==> src/rtl/app_hd_readout_pkg.sv <==
// Shared constants and FSM encoding for the APP hard-decision readout sequencer.
// Build option: APP_HD_READOUT_OREG_EN (see app_hd_readout.sv).
package app_hd_readout_pkg;

  // Decoder geometry: lanes per APP word and bits per lane value
  localparam int DEF_IN_NUM  = 32;
  localparam int DEF_V_WIDTH = 6;

  // APP RAM geometry: words per frame (Zc/IN_NUM) and matching address width
  localparam int DEF_DEPTH   = 128;
  localparam int DEF_ADDR_W  = 7;

  // APP RAM read latency in cycles; legal range 1..4
  localparam int DEF_RD_LAT  = 1;

  // Width of one APP word as seen on the collector bus
  localparam int DEF_DATA_W  = DEF_IN_NUM * DEF_V_WIDTH;

  // Sequencer states; encoding is shared with the collector side
  typedef enum logic [1:0] {
    ST_IDLE  = 2'd0,
    ST_READ  = 2'd1,
    ST_DRAIN = 2'd2,
    ST_FIN   = 2'd3
  } rd_state_t;

endpackage

==> src/rtl/app_rd_delay_pipe.sv <==
// LAT-deep shift register carrying the APP read valid and address so they
// line up with the RAM read data. Synchronous flush empties every stage.
module app_rd_delay_pipe #(
  parameter int LAT = 1,
  parameter int AW  = 7
) (
  input  logic          clk,
  input  logic          rst,
  input  logic          flush,
  input  logic          in_valid,
  input  logic [AW-1:0] in_addr,
  output logic          out_valid,
  output logic [AW-1:0] out_addr
);

  logic [LAT-1:0] vld;
  logic [AW-1:0]  adr [LAT];

  // Advance valid/address one stage per clock; reset or flush drops all beats in flight
  always_ff @(posedge clk) begin
    if (rst || flush) begin
      vld <= '0;
      for (int i = 0; i < LAT; i++) begin
        adr[i] <= '0;
      end
    end else begin
      vld[0] <= in_valid;
      adr[0] <= in_addr;
      for (int i = 1; i < LAT; i++) begin
        vld[i] <= vld[i-1];
        adr[i] <= adr[i-1];
      end
    end
  end

  assign out_valid = vld[LAT-1];
  assign out_addr  = adr[LAT-1];

endmodule

==> src/rtl/app_hd_readout.sv <==
// APP RAM readout sequencer feeding the hard-decision collector.
// A start pulse sweeps addresses 0..DEPTH-1; each returned word leaves on
// data_out/addr_out/en_out as one unbroken DEPTH-beat burst, then done pulses.
// Build option: define APP_HD_READOUT_OREG_EN to add an output register on
// data_out/addr_out/en_out (latency RD_LAT+1, done one cycle later).
module app_hd_readout
  import app_hd_readout_pkg::*;
#(
  parameter int IN_NUM  = DEF_IN_NUM,
  parameter int V_WIDTH = DEF_V_WIDTH,
  parameter int DEPTH   = DEF_DEPTH,
  parameter int ADDR_W  = DEF_ADDR_W,
  parameter int RD_LAT  = DEF_RD_LAT
) (
  input  logic                      clk,
  input  logic                      rst,
  input  logic                      start,
  input  logic                      abort,
  output logic                      busy,
  output logic                      done,
  output logic                      ram_rd_en,
  output logic [ADDR_W-1:0]         ram_rd_addr,
  input  logic [IN_NUM*V_WIDTH-1:0] ram_rd_data,
  output logic [IN_NUM*V_WIDTH-1:0] data_out,
  output logic [ADDR_W-1:0]         addr_out,
  output logic                      en_out
);

  localparam int DATA_W = IN_NUM * V_WIDTH;
  localparam logic [ADDR_W-1:0] LAST_ADDR = ADDR_W'(DEPTH - 1);

  rd_state_t           state;
  logic                flush;
  logic                pipe_valid;
  logic [ADDR_W-1:0]   pipe_addr;
  logic                stage_en;
  logic [ADDR_W-1:0]   stage_addr;
  logic [DATA_W-1:0]   stage_data;
  logic                last_beat;

  // An abort only has an effect outside IDLE; it empties the beats in flight
  assign flush = abort && (state != ST_IDLE);

  app_rd_delay_pipe #(
    .LAT (RD_LAT),
    .AW  (ADDR_W)
  ) u_delay_pipe (
    .clk       (clk),
    .rst       (rst),
    .flush     (flush),
    .in_valid  (ram_rd_en),
    .in_addr   (ram_rd_addr),
    .out_valid (pipe_valid),
    .out_addr  (pipe_addr)
  );

  // Gate address and RAM data with the delayed valid so nothing stale reaches the collector
  always_comb begin
    stage_en   = pipe_valid;
    stage_addr = '0;
    stage_data = '0;
    if (pipe_valid) begin
      stage_addr = pipe_addr;
      stage_data = ram_rd_data;
    end else begin
      stage_addr = '0;
      stage_data = '0;
    end
  end

`ifdef APP_HD_READOUT_OREG_EN
  // Extra register stage on the wide collector bus; cleared together with the pipe
  always_ff @(posedge clk) begin
    if (rst || flush) begin
      en_out   <= 1'b0;
      addr_out <= '0;
      data_out <= '0;
    end else begin
      en_out   <= stage_en;
      addr_out <= stage_addr;
      data_out <= stage_data;
    end
  end
`else
  assign en_out   = stage_en;
  assign addr_out = stage_addr;
  assign data_out = stage_data;
`endif

  // The final beat of the burst is the one carrying the last address
  assign last_beat = en_out && (addr_out == LAST_ADDR);

  // Sequencer FSM: issues the read sweep, waits for the pipe to drain, pulses done
  always_ff @(posedge clk) begin
    if (rst) begin
      state       <= ST_IDLE;
      ram_rd_en   <= 1'b0;
      ram_rd_addr <= '0;
      busy        <= 1'b0;
      done        <= 1'b0;
    end else if (flush) begin
      // Abort: silent return to IDLE, no done pulse
      state       <= ST_IDLE;
      ram_rd_en   <= 1'b0;
      ram_rd_addr <= '0;
      busy        <= 1'b0;
      done        <= 1'b0;
    end else begin
      case (state)
        ST_IDLE: begin
          done <= 1'b0;
          if (start && !abort) begin
            state       <= ST_READ;
            ram_rd_en   <= 1'b1;
            ram_rd_addr <= '0;
            busy        <= 1'b1;
          end else begin
            ram_rd_en   <= 1'b0;
            busy        <= 1'b0;
          end
        end
        ST_READ: begin
          if (ram_rd_addr == LAST_ADDR) begin
            // Last read issued this cycle; the counter holds at DEPTH-1
            state     <= ST_DRAIN;
            ram_rd_en <= 1'b0;
          end else begin
            ram_rd_addr <= ram_rd_addr + ADDR_W'(1);
          end
        end
        ST_DRAIN: begin
          if (last_beat) begin
            state <= ST_FIN;
            done  <= 1'b1;
            busy  <= 1'b0;
          end else begin
            state <= ST_DRAIN;
          end
        end
        ST_FIN: begin
          // start arriving alongside done is deliberately not looked at here
          state <= ST_IDLE;
          done  <= 1'b0;
        end
        default: begin
          state       <= ST_IDLE;
          ram_rd_en   <= 1'b0;
          ram_rd_addr <= '0;
          busy        <= 1'b0;
          done        <= 1'b0;
        end
      endcase
    end
  end

endmodule

==> config.mk <==
export PLATFORM = sky130hd
export DESIGN_NAME = app_hd_readout
export DESIGN_NICKNAME = d
export VERILOG_FILES = /design/src/rtl/app_hd_readout_pkg.sv /design/src/rtl/app_rd_delay_pipe.sv /design/src/rtl/app_hd_readout.sv
export SDC_FILE = /design/constraint.sdc
export NUM_CORES = 1
export LEC_CHECK = 0
export BUFFER_PORTS_ARGS = -buffer_cell sky130_fd_sc_hd__buf_2
export CAP_MARGIN = 30
export CORE_AREA = 2 2 157 159
export CTS_CLUSTER_SIZE = 14
export DETAILED_ROUTE_END_ITERATION = 8
export DIE_AREA = 0 0 159 161
export GPL_TIMING_DRIVEN = 0
export PLACE_DENSITY = 0.36
export REMOVE_ABC_BUFFERS = 1
export SYNTH_ARGS = -nofsm -noshare
export SYNTH_HDL_FRONTEND = slang
export SYNTH_SLANG_ARGS = --single-unit
==> constraint.sdc <==
create_clock -name clk -period 2.92 [get_ports clk]
set_input_delay 0.876 -clock clk [delete_from_list [all_inputs] [get_ports clk]]
set_output_delay 0.876 -clock clk [all_outputs]
set_load 0.05 [all_outputs]
== Yosys cells after proc, flatten, opt, wreduce, memory -nomap -nowiden ==
Memories as Yosys holds them, arrays and structs flattened.
Index checks and enable logic that the tools add are counted.
Cells by class
  $add $sub $neg: 1
  equal/unequal tests: 9
  muxes and demuxes: 21
  reductions and logical operators: 18
Operators with widths (number)
  $mux 192: 1
  $mux 7: 4
  $eq 7x7->1 const B: 2
  $pmux 7 s2: 1
  $mux 1: 9
  $ne 2x2->1 const B: 4
  $pmux 2 s4: 1
  $reduce_and 2->1: 4
  $reduce_bool 2->1: 4
  $add 7x1->7 const B: 1
  $reduce_or 7->1: 1
  $pmux 1 s2: 3
  $eq 2x2->1 const B: 2
  $mux 2: 2
  $reduce_or 2->1: 2
  $logic_and 1x1->1: 3
  $reduce_and 3->1: 1
  $eq 2x1->1 const B: 1
  $logic_not 2->1: 1
  $logic_not 1->1: 1
  $logic_or 1x1->1: 1
Word-level totals
  register bits after elaboration: 13
  RAM bits: 7
  memories kept: 1
Memories
  u_delay_pipe.adr: depth 1, width 7, read ports 1, clocked after memory_dff 0, wr ports 1, line app_rd_delay_pipe.sv:17  | logic [AW-1:0] adr [LAT];

== Depth between registers and ports, before layout ==
Gate-level depths: netlist of run 1.
  word-level depth: 6
  mapped depth: 7
  gate-level depth less buffers: 6

== By module ==
Synthesis of run 1 repeated with hierarchy kept, for this count alone.
Unflattened totals
  cells, all modules: 324
  area, all modules: 2328.5 um2
By module, submodules not included
  app_hd_readout: times used 1, cells each 306, area an instance 2045.7 um2, seq. area each 240.2 um2
  app_rd_delay_pipe: times used 1, cells each 18, area an instance 282.8 um2, seq. area each 160.2 um2

== Least setup slack after synthesis of run 1 ==
OpenSTA, ideal clock, no wires.
  path kind: flip-flop to output port
  start point: register u_delay_pipe.vld (netlist: u_delay_pipe.out_valid)
  end point: output data_out[100]
  arrival time: 1798 ps
  data required time: 2044 ps
  path slack: 246 ps
  cell stages (with the launch flop): 5
  cells stage by stage: dfxtp_1 -> buf_2 -> clkbuf_1 -> clkbuf_1 -> and2_1
On the way
  longest elaborated chain between the ends: 1
RTL lines
  start: declaration: line app_rd_delay_pipe.sv:16  | logic [LAT-1:0] vld;
  start signal: indexed assignment: line app_rd_delay_pipe.sv:30  | vld[i] <= vld[i-1];
  $mux 192: line app_hd_readout.sv:62  | if (pipe_valid) begin
  end: declaration: line app_hd_readout.sv:24  | output logic [IN_NUM*V_WIDTH-1:0] data_out,
Every way passes these cells.

== Final worst setup path of run 1 ==
  start point: register u_delay_pipe.vld (netlist: u_delay_pipe.out_valid)
  end point: output data_out[101]
The elaborated chain is that of the path after synthesis.

==> impl_metrics.tcl, run 1 <==
set metrics [dict create \
    drt_iter0_drc 143 \
    seq_area_um2 404.1 \
    cts_tree "done" \
    top_layer "met5" \
    start_util 0.09289 \
    antenna_found_initial 3 \
    wl_per_cell_um 16.54 \
    cp.required_ns 2.04 \
    reg2reg_depth 6 \
    grt_max_degree 127 \
    r2r_setup_slack_ns 0.77 \
    path_class "flop to primary output" \
    die_w_um 159 \
    p_leak_nw 2.943 \
    die_area_mm2 0.02560 \
    cts_sinks 20 \
    relSlewSlack 0.3402 \
    vias 3534 \
    postRouteAntennaNets 0 \
    cts_buffers 3 \
    yosysUniqueCellTypes 32 \
    clock_latency_ns 0.26 \
    p_int_mw 0.8443 \
    gp_congestion 0.7869 \
    final_cell_mix "buf_2, and2_1, dfxtp_1" \
    worstReg2RegEnd "ram_rd_addr[3]" \
    switching_share 0.5694 \
    finalMaxSlewViolations 0 \
    status "finished, final reports clean" \
    instances_no_fill 1031 \
    multi_input_area_mm2 0.001712 \
    min_path_type "flop to flop" \
    cts_buffer_depth 2 \
    drc 0 \
    post-route-min-period_ns 2.660 \
    end_kind "primary output" \
    wl_met3_mm 1.445 \
    ys_top_cells_by_area "and2_1, dfxtp_1, clkbuf_1" \
    synth_edf_count 0 \
    die_h_um 161 \
    p_comb_frac 0.686 \
    dp_cells 1026 \
    async_flop_share 0 \
    cts.clk_slew.worst_paths_ns 0.06 \
    n_antenna_cell 0 \
    firstDrtPassIters 4 \
    postSynthAreaPerCell_um2 6.956 \
    rsz0062_at_grt "no" \
    h-tree-depth 1 \
    synth-main-ff-cell "dfxtp_1" \
    grt_pass1_vias 3410 \
    syn-cell-area_mm2 0.002226 \
    hpwl_mm 14.91 \
    cts.repair.resized 0 \
    start_kind "flop" \
    min_path_cells 1 \
    yosysWarnings 0 \
    mostFrequentLayoutCell "buf_2" \
    io_pins 406 \
    yosys.area.top_type_share 0.5762 \
    io_buffer_count 405 \
    routed-wl-met2_mm 8.149 \
    num_rows 57 \
    ys_seq_area_frac 0.1799 \
    ys_ff_latch 20 \
    drt_wl_total_mm 17.05 \
    hold_buffers 0 \
    fin_ws_ns 0.2598 \
    drive_above_1_share 0.5842 \
    layout.nets 908 \
    overflow 0 \
    vias_per_cell 3.428 \
    netlist_instances 320 \
    p_seq_frac 0.167 \
    setup_viol 0 \
    tightest_slew_ns 0.9896 \
    r2r_start "state[0]" \
    clkPwrFrac 0.148 \
    power.density_mw_per_mm2 417.5 \
    irDropWorstVdd_mv 0.2893 \
    syn2layout_area_growth_pct 111.0 \
    skew_ns 0.006055 \
    fillerInstances 2826 \
    synth_top_area_cell "and2_1" \
    whs_endpoint "u_delay_pipe.out_valid" \
    fin_crit_sh 0.9110 \
    coreArea_mm2 0.02396 \
    grt_use_total 0.1213 \
    worstHoldStart "ram_rd_en" \
    hold_viol_final 0 \
    fmax_ghz 0.3759 \
    dp_worst_setup_slack_ns 0.3769 \
    cp.arrival_ns 1.78 \
    switchingPower_mw 1.117 \
    cap_violations 0 \
    post-cts-setup-buffers 0 \
    root_buffer "clkbuf_16" \
    grt_pass1_wl_mm 23.54 \
    drt-met1-wl_mm 7.352 \
    finalPower_mw 1.961 \
    cp_max_fo 126 \
]
## flip-flops by register name (all words and copies together), names as in the netlist
register	cells
ram_rd_en	1
busy	1
u_delay_pipe.adr	7
done	1
state	2
u_delay_pipe.out_valid	1
ram_rd_addr	7
## through the flow
stage | hold slack (ns) | TNS (ns) | area, um2 | util
floorplan | 0.4997 | -227.87 | 2135 | -
global placement | 0.4758 | -524.42 | 4567 | 0.1906
detailed placement | 0.4728 | 0 | 4598 | 0.1919
CTS | 0.4817 | 0 | 4677 | 0.1952
global route | 0.4967 | 0 | 4697 | 0.1960
finish | 0.4764 | 0 | 4697 | 0.1960
## Yosys cell counts, drive strengths merged (2+ instances only)
| library cell | n |
|---|---|
| nand4 | 3 |
| nand3 | 3 |
| inv | 6 |
| clkbuf | 23 |
| ha | 4 |
| o21ai | 5 |
| a21o | 2 |
| nor3 | 3 |
| o21a | 2 |
| nand2 | 9 |
| a211oi | 2 |
| nand4b | 2 |
| o31ai | 3 |
| a21oi | 8 |
| nor2b | 2 |
| nor2 | 3 |
| dfxtp | 20 |
| and2 | 205 |
| o311ai | 2 |
| or4 | 2 |
## worst max-delay path by stage
stage | from | to | slack (ns) | depth (start not counted)
finish | u_delay_pipe.out_valid | data_out[101] | 0.26 | 3
floorplan | u_delay_pipe.out_valid | addr_out[4] | -1.19 | 2
detailed placement | u_delay_pipe.out_valid | data_out[101] | 0.38 | 3
global route | u_delay_pipe.out_valid | data_out[101] | 0.14 | 3
global placement | u_delay_pipe.out_valid | addr_out[4] | -2.86 | 3
CTS | u_delay_pipe.out_valid | data_out[101] | 0.09 | 3
## routing by layer
| metal | vias up | global-route usage |
|---|---|---|
| met5 | - | 0 |
| met4 | 4 | 0.01488 |
| met3 | 9 | 0.03878 |
| met2 | 152 | 0.2028 |
| met1 | 1587 | 0.1572 |
| li1 | 1782 | - |
## kinds of logic after synthesis
| family | after synthesis | synth area share |
|---|---|---|
| fa+ha+maj | 4 | 0.02249 |
| compound gates | 28 | 0.08431 |
| flops | 20 | 0.1799 |
| simple gates | 237 | 0.6577 |
| mux | 1 | 0.004497 |
| buf+inv | 30 | 0.05115 |
## power by group through the flow
stage,logic (mW),registers [mW],clock network [mW]
6_report,1.34,0.327,0.290
5_1_grt,1.43,0.334,0.309
4_1_cts,1.33,0.338,0.297
3_5_place_dp,1.33,0.344,0
3_3_place_gp,1.30,0.385,0
2_1_floorplan,0.878,0.381,0
## critical path: stages, from the launching register on
cell and delay, ns:
dfxtp_4 0.59, buf_16 0.33, and2_1 0.24, buf_2 0.28
## layout make-up
| type | count | area share |
|---|---|---|
| Clock buffer | 4 | 0.01678 |
| Multi-Input combinational cell | 270 | 0.3644 |
| Inverter | 6 | 0.004795 |
| Tap cell | 324 | 0.08631 |
| Timing Repair Buffer | 407 | 0.4417 |
| Sequential cell | 20 | 0.08604 |
Power figures use the tool's default switching activity.
==> run 2, diff against run 1 <==
- PLACE_DENSITY: 0.36 -> 0.35
==> run 2 against run 1 <==
Compared with the run above:
- critical path depth grew 1
- die area unchanged
- core utilization rose by 0.19 points
- fmax down 2.5%
- first-iteration DRC count up 11%
- setup slack got worse by 0.068 ns
- worst hold slack better by 0.0017 ns
- clock power grew 7.6%
- sequential cell count stayed put
- critical endpoint is now data_out[167]
- largest power group unchanged
==> impl_metrics.tcl, run 2 (synthesis gave the netlist of run 1 again) <==
set metrics [dict create \
    overflow 0 \
    h-tree-depth 1 \
    status "finished, final reports clean" \
    gp_congestion 0.7555 \
    die_h_um 161 \
    vias_per_cell 3.394 \
    skew_ns 0.003790 \
    cp.required_ns 2.04 \
    cap_violations 0 \
    hold_viol_final 0 \
    crit_start "u_delay_pipe.out_valid" \
    worstReg2RegEnd "ram_rd_addr[5]" \
    cts_tree "done" \
    setup_viol 0 \
    crit_path_cell_trace "buf_12 > buf_12 > and2_1 > buf_2" \
    grt_pass1_vias 3313 \
    grt_max_degree 79 \
    cpPeakStageDelay_ns 0.57 \
    vias 3516 \
    irDropWorstVdd_mv 0.3263 \
    cts.repair.resized 0 \
    critPathCapture "data_out[167]" \
    reg2reg_depth 6 \
    io_pins 406 \
    io_buffer_count 405 \
    instances_no_fill 1036 \
    drt_iter0_drc 159 \
    cts_buffer_depth 2 \
    cts_buffers 3 \
    p_leak_nw 2.963 \
    power.density_mw_per_mm2 418.8 \
    finalMaxSlewViolations 0 \
    finalPower_mw 1.986 \
    fin_crit_sh 0.9345 \
    syn2layout_area_growth_pct 113.0 \
    firstDrtPassIters 4 \
    grt_use_total 0.1192 \
    die_area_mm2 0.02560 \
    start_kind "flop" \
    crit_path_frequent_cell "buf_12" \
    cp_max_fo 78 \
    drc 0 \
    wl_per_cell_um 16.41 \
    mostFrequentLayoutCell "buf_2" \
    rsz0062_at_grt "no" \
    largestRegisters "ram_rd_addr (7), u_delay_pipe.adr (7), state (2)" \
    min_path_type "flop to flop" \
    end_kind "primary output" \
    grt_pass1_wl_mm 23.18 \
    cts_sinks 20 \
    cp.arrival_ns 1.85 \
    tightest_slew_ns 0.5572 \
    dp_cells 1028 \
    post-cts-setup-buffers 0 \
    hpwl_mm 14.97 \
    fmax_ghz 0.3665 \
    final_cell_mix "buf_2, and2_1, dfxtp_1" \
    start_util 0.09289 \
    coreArea_mm2 0.02396 \
    relSlewSlack 0.6251 \
    path_class "flop to primary output" \
    hold_buffers 0 \
    num_rows 57 \
    cts.clk_slew.worst_paths_ns 0.06 \
    postRouteAntennaNets 0 \
    drive_above_1_share 0.5867 \
    post-route-min-period_ns 2.729 \
    root_buffer "clkbuf_16" \
    clock_latency_ns 0.25 \
    drt_wl_total_mm 17.00 \
    antenna_found_initial 4 \
    r2r_setup_slack_ns 0.94 \
    layout.nets 910 \
    cp_slowest_cell "dfxtp_4" \
    die_w_um 159 \
    r2r_start "state[1]" \
]
[run 2: changes by cell type in the layout (fill, tap and decap cells not counted), sizes merged]
cell   delta
diode     +3
buf       +2
[run 2: report_power, final]
part | switching, mW | internal, mW | total, mW
clock network | 0.103 | 0.209 | 0.312
registers | 0.0308 | 0.294 | 0.325
logic | 0.976 | 0.374 | 1.35
total | 1.11 | 0.876 | 1.99
[run 2: worst min-delay path by stage]
stage              start                      to  slack, ns  cells past startpoint
2_1_floorplan   state[0]                state[0]       0.50                      2
3_3_place_gp   ram_rd_en  u_delay_pipe.out_valid       0.48                      1
3_5_place_dp   ram_rd_en  u_delay_pipe.out_valid       0.47                      1
4_1_cts        ram_rd_en  u_delay_pipe.out_valid       0.48                      1
5_1_grt        ram_rd_en  u_delay_pipe.out_valid       0.51                      1
6_report       ram_rd_en  u_delay_pipe.out_valid       0.48                      1
[run 2: area by class of cell]
type	count	area, um2
fillers	2800	19220
multi-input cells	270	1712
repair buffers	409	2102
inverters	6	22.52
clock buffers	4	88.84
diodes	3	7.507
flip-flops and latches	20	404.1
well taps	324	405.4
[run 2: metrics by stage]
stage	area [um2]	worst slack (ns)	util	setup TNS, ns	hold slack, ns
after CTS	4707	0.03367	0.1964	0	0.4831
after global placement	4567	-2.852	0.1906	-525.00	0.4786
final	4742	0.1914	0.1979	0	0.4781
after detailed placement	4618	0.3072	0.1927	0	0.4721
after global routing	4742	0.04828	0.1979	0	0.5062
after floorplan	2135	-1.194	-	-227.87	0.4997
[run 2: critical path: cells and delay by family (launching register included)]
kind                   cells  cell delay [ns]
flip-flops                 1             0.57
AND/OR/NAND/NOR            1             0.19
buffers and inverters      3             0.80
[run 2: per-layer routing]
metal | wire length, um | vias up | global-route usage | part of all wire
met1 | 7460 | 1575 | 0.1557 | 0.44
met3 | 1286 | 4 | 0.03570 | 0.076
li1 | - | 1793 | - | -
met2 | 8191 | 144 | 0.1957 | 0.48
met4 | 58 | 0 | 0.02314 | 0.0034
met5 | 0 | - | 0 | 0
==> run 3, diff against run 2 <==
- BUFFER_PORTS_ARGS: -buffer_cell sky130_fd_sc_hd__buf_2 -> -buffer_cell sky130_fd_sc_hd__clkbuf_2
- CAP_MARGIN: 30 -> 20
==> run 3 against run 2 <==
Compared with the run above:
- setup slack improved by 0.020 ns
- cell count fell by 0.19%
- core utilization fell by 0.094 points
- sequential share of layout area barely moved
- clock skew rose by 0.00067 ns
- combinational power barely moved
- critical path type unchanged
- critical endpoint is now data_out[169]
==> impl_metrics.tcl, run 3 (synthesis gave the netlist of run 1 again) <==
set metrics [dict create \
    status "finished, final reports clean" \
    mostFrequentLayoutCell "clkbuf_2" \
    die_w_um 159 \
    start_kind "flop" \
    drt_wl_total_mm 16.85 \
    hold_viol_final 0 \
    setup_tns_ns 0 \
    skew_ns 0.004463 \
    start_util 0.09289 \
    finalMaxSlewViolations 0 \
    path_class "flop to primary output" \
    crit_path_frequent_cell "buf_12" \
    final_cell_mix "clkbuf_2, and2_1, dfxtp_1" \
    fin_util 0.1970 \
    cp.required_ns 2.04 \
    die_h_um 161 \
    vias_per_cell 3.347 \
    drive_above_1_share 0.5862 \
    h-tree-depth 1 \
    cap_violations 0 \
    fin_crit_sh 0.9275 \
    drc 0 \
    p_leak_nw 2.805 \
    num_rows 57 \
    r2r_setup_slack_ns 0.84 \
    reg2reg_depth 6 \
    fillerInstances 2833 \
    cp.arrival_ns 1.83 \
    end_kind "primary output" \
    crit_path_cell_trace "buf_12 > buf_12 > and2_1 > clkbuf_2" \
    largestRegisters "ram_rd_addr (7), u_delay_pipe.adr (7), state (2)" \
    rsz0062_at_grt "no" \
    worstReg2RegEnd "ram_rd_addr[3]" \
    power.density_mw_per_mm2 418.4 \
    layout.nets 909 \
    postRouteAntennaNets 0 \
    setup_viol 0 \
    grt_use_total 0.1230 \
    fmax_ghz 0.3692 \
    io_pins 406 \
    clock_latency_ns 0.25 \
    busiest_layer "met2" \
    crit_start "u_delay_pipe.out_valid" \
    grt_pass1_wl_mm 23.90 \
    tightest_slew_ns 0.9663 \
    grt_pass1_vias 3503 \
    critPathCapture "data_out[169]" \
    grtUsageMet3 0.03621 \
    wl_per_cell_um 16.30 \
    grt_max_degree 78 \
    irDropWorstVdd_mv 0.2930 \
    cts_tree "done" \
    drt_iter0_drc 109 \
    die_area_mm2 0.02560 \
    post-route-min-period_ns 2.708 \
    cpPeakStageDelay_ns 0.54 \
    gp_congestion 0.7577 \
    cp_slowest_cell "dfxtp_4" \
    vias 3461 \
    multi_input_area_mm2 0.001712 \
    grtUsageMet2 0.2049 \
    relSlewSlack 0.3558 \
    cts_buffer_depth 2 \
    root_buffer "clkbuf_16" \
    use_met1 0.1607 \
    hpwl_mm 15.05 \
    overflow 0 \
    min_path_type "flop to flop" \
    syn2layout_area_growth_pct 112.0 \
    firstDrtPassIters 4 \
    r2r_start "state[1]" \
    coreArea_mm2 0.02396 \
    cp_max_fo 77 \
    cts_sinks 20 \
    cts_buffers 3 \
    io_buffer_count 405 \
    antenna_found_initial 2 \
    finalPower_mw 1.975 \
    holdWs_ns 0.4837 \
    seq_area_um2 404.1 \
    cts.clk_slew.worst_paths_ns 0.06 \
]
[run 3: cell types whose count changed in the layout (fill, tap and decap cells not counted), sizes merged]
| cell | change |
|---|---|
| buf | -406 |
| clkbuf | +405 |
| diode | -1 |
[run 3: cell type report]
class | instances | area share
timing repair buffer | 408 | 0.4411
tap | 324 | 0.08590
clock buffer | 4 | 0.01882
inverter | 6 | 0.004772
sequential | 20 | 0.08563
multi-input combinational | 270 | 0.3627
antenna | 2 | 0.001060
[run 3: how the worst min path moves through the flow]
stage              start  cells past startpoint                     end
3_3_place_gp   ram_rd_en                      1  u_delay_pipe.out_valid
5_1_grt        ram_rd_en                      1  u_delay_pipe.out_valid
3_5_place_dp   ram_rd_en                      1  u_delay_pipe.out_valid
2_1_floorplan   state[0]                      2                state[0]
6_report       ram_rd_en                      1  u_delay_pipe.out_valid
4_1_cts        ram_rd_en                      1  u_delay_pipe.out_valid
[run 3: layer usage]
| metal | routed length [um] | share of wire | vias to the layer above |
|---|---|---|---|
| met5 | 0 | 0 | - |
| met4 | 109 | 0.0065 | 0 |
| met3 | 1296 | 0.077 | 6 |
| met2 | 8136 | 0.48 | 140 |
| met1 | 7308 | 0.43 | 1529 |
| li1 | - | - | 1786 |
[run 3: where the power goes]
| group | internal, mW | switching (mW) | total (mW) |
|---|---|---|---|
| logic | 0.362 | 0.980 | 1.34 |
| clock network | 0.209 | 0.101 | 0.310 |
| registers | 0.294 | 0.0294 | 0.323 |
[run 3: critical path, delay by kind of cell, from the launching register on]
family | cells | cell delay (ns)
buffers and inverters | 3 | 0.85
flip-flops | 1 | 0.54
AND/OR/NAND/NOR | 1 | 0.17
[run 3: what timing repair did]
action	CTS	global route
setup buffers	1	0
hold endpoints to repair	0	0
endpoints found under the setup margin	1	0
resized for setup	0	0
hold buffers	0	0
[run 3: per-stage QoR]
step | std cells | setup WS [ns] | instance area, um2
global route | 1034 | 0.03254 | 4720
CTS | 1032 | 0.1446 | 4715
detailed placement | 1027 | 0.2633 | 4611
finish | 1034 | 0.2116 | 4720
floorplan | 296 | -1.194 | 2135
global placement | 1025 | -2.848 | 4567
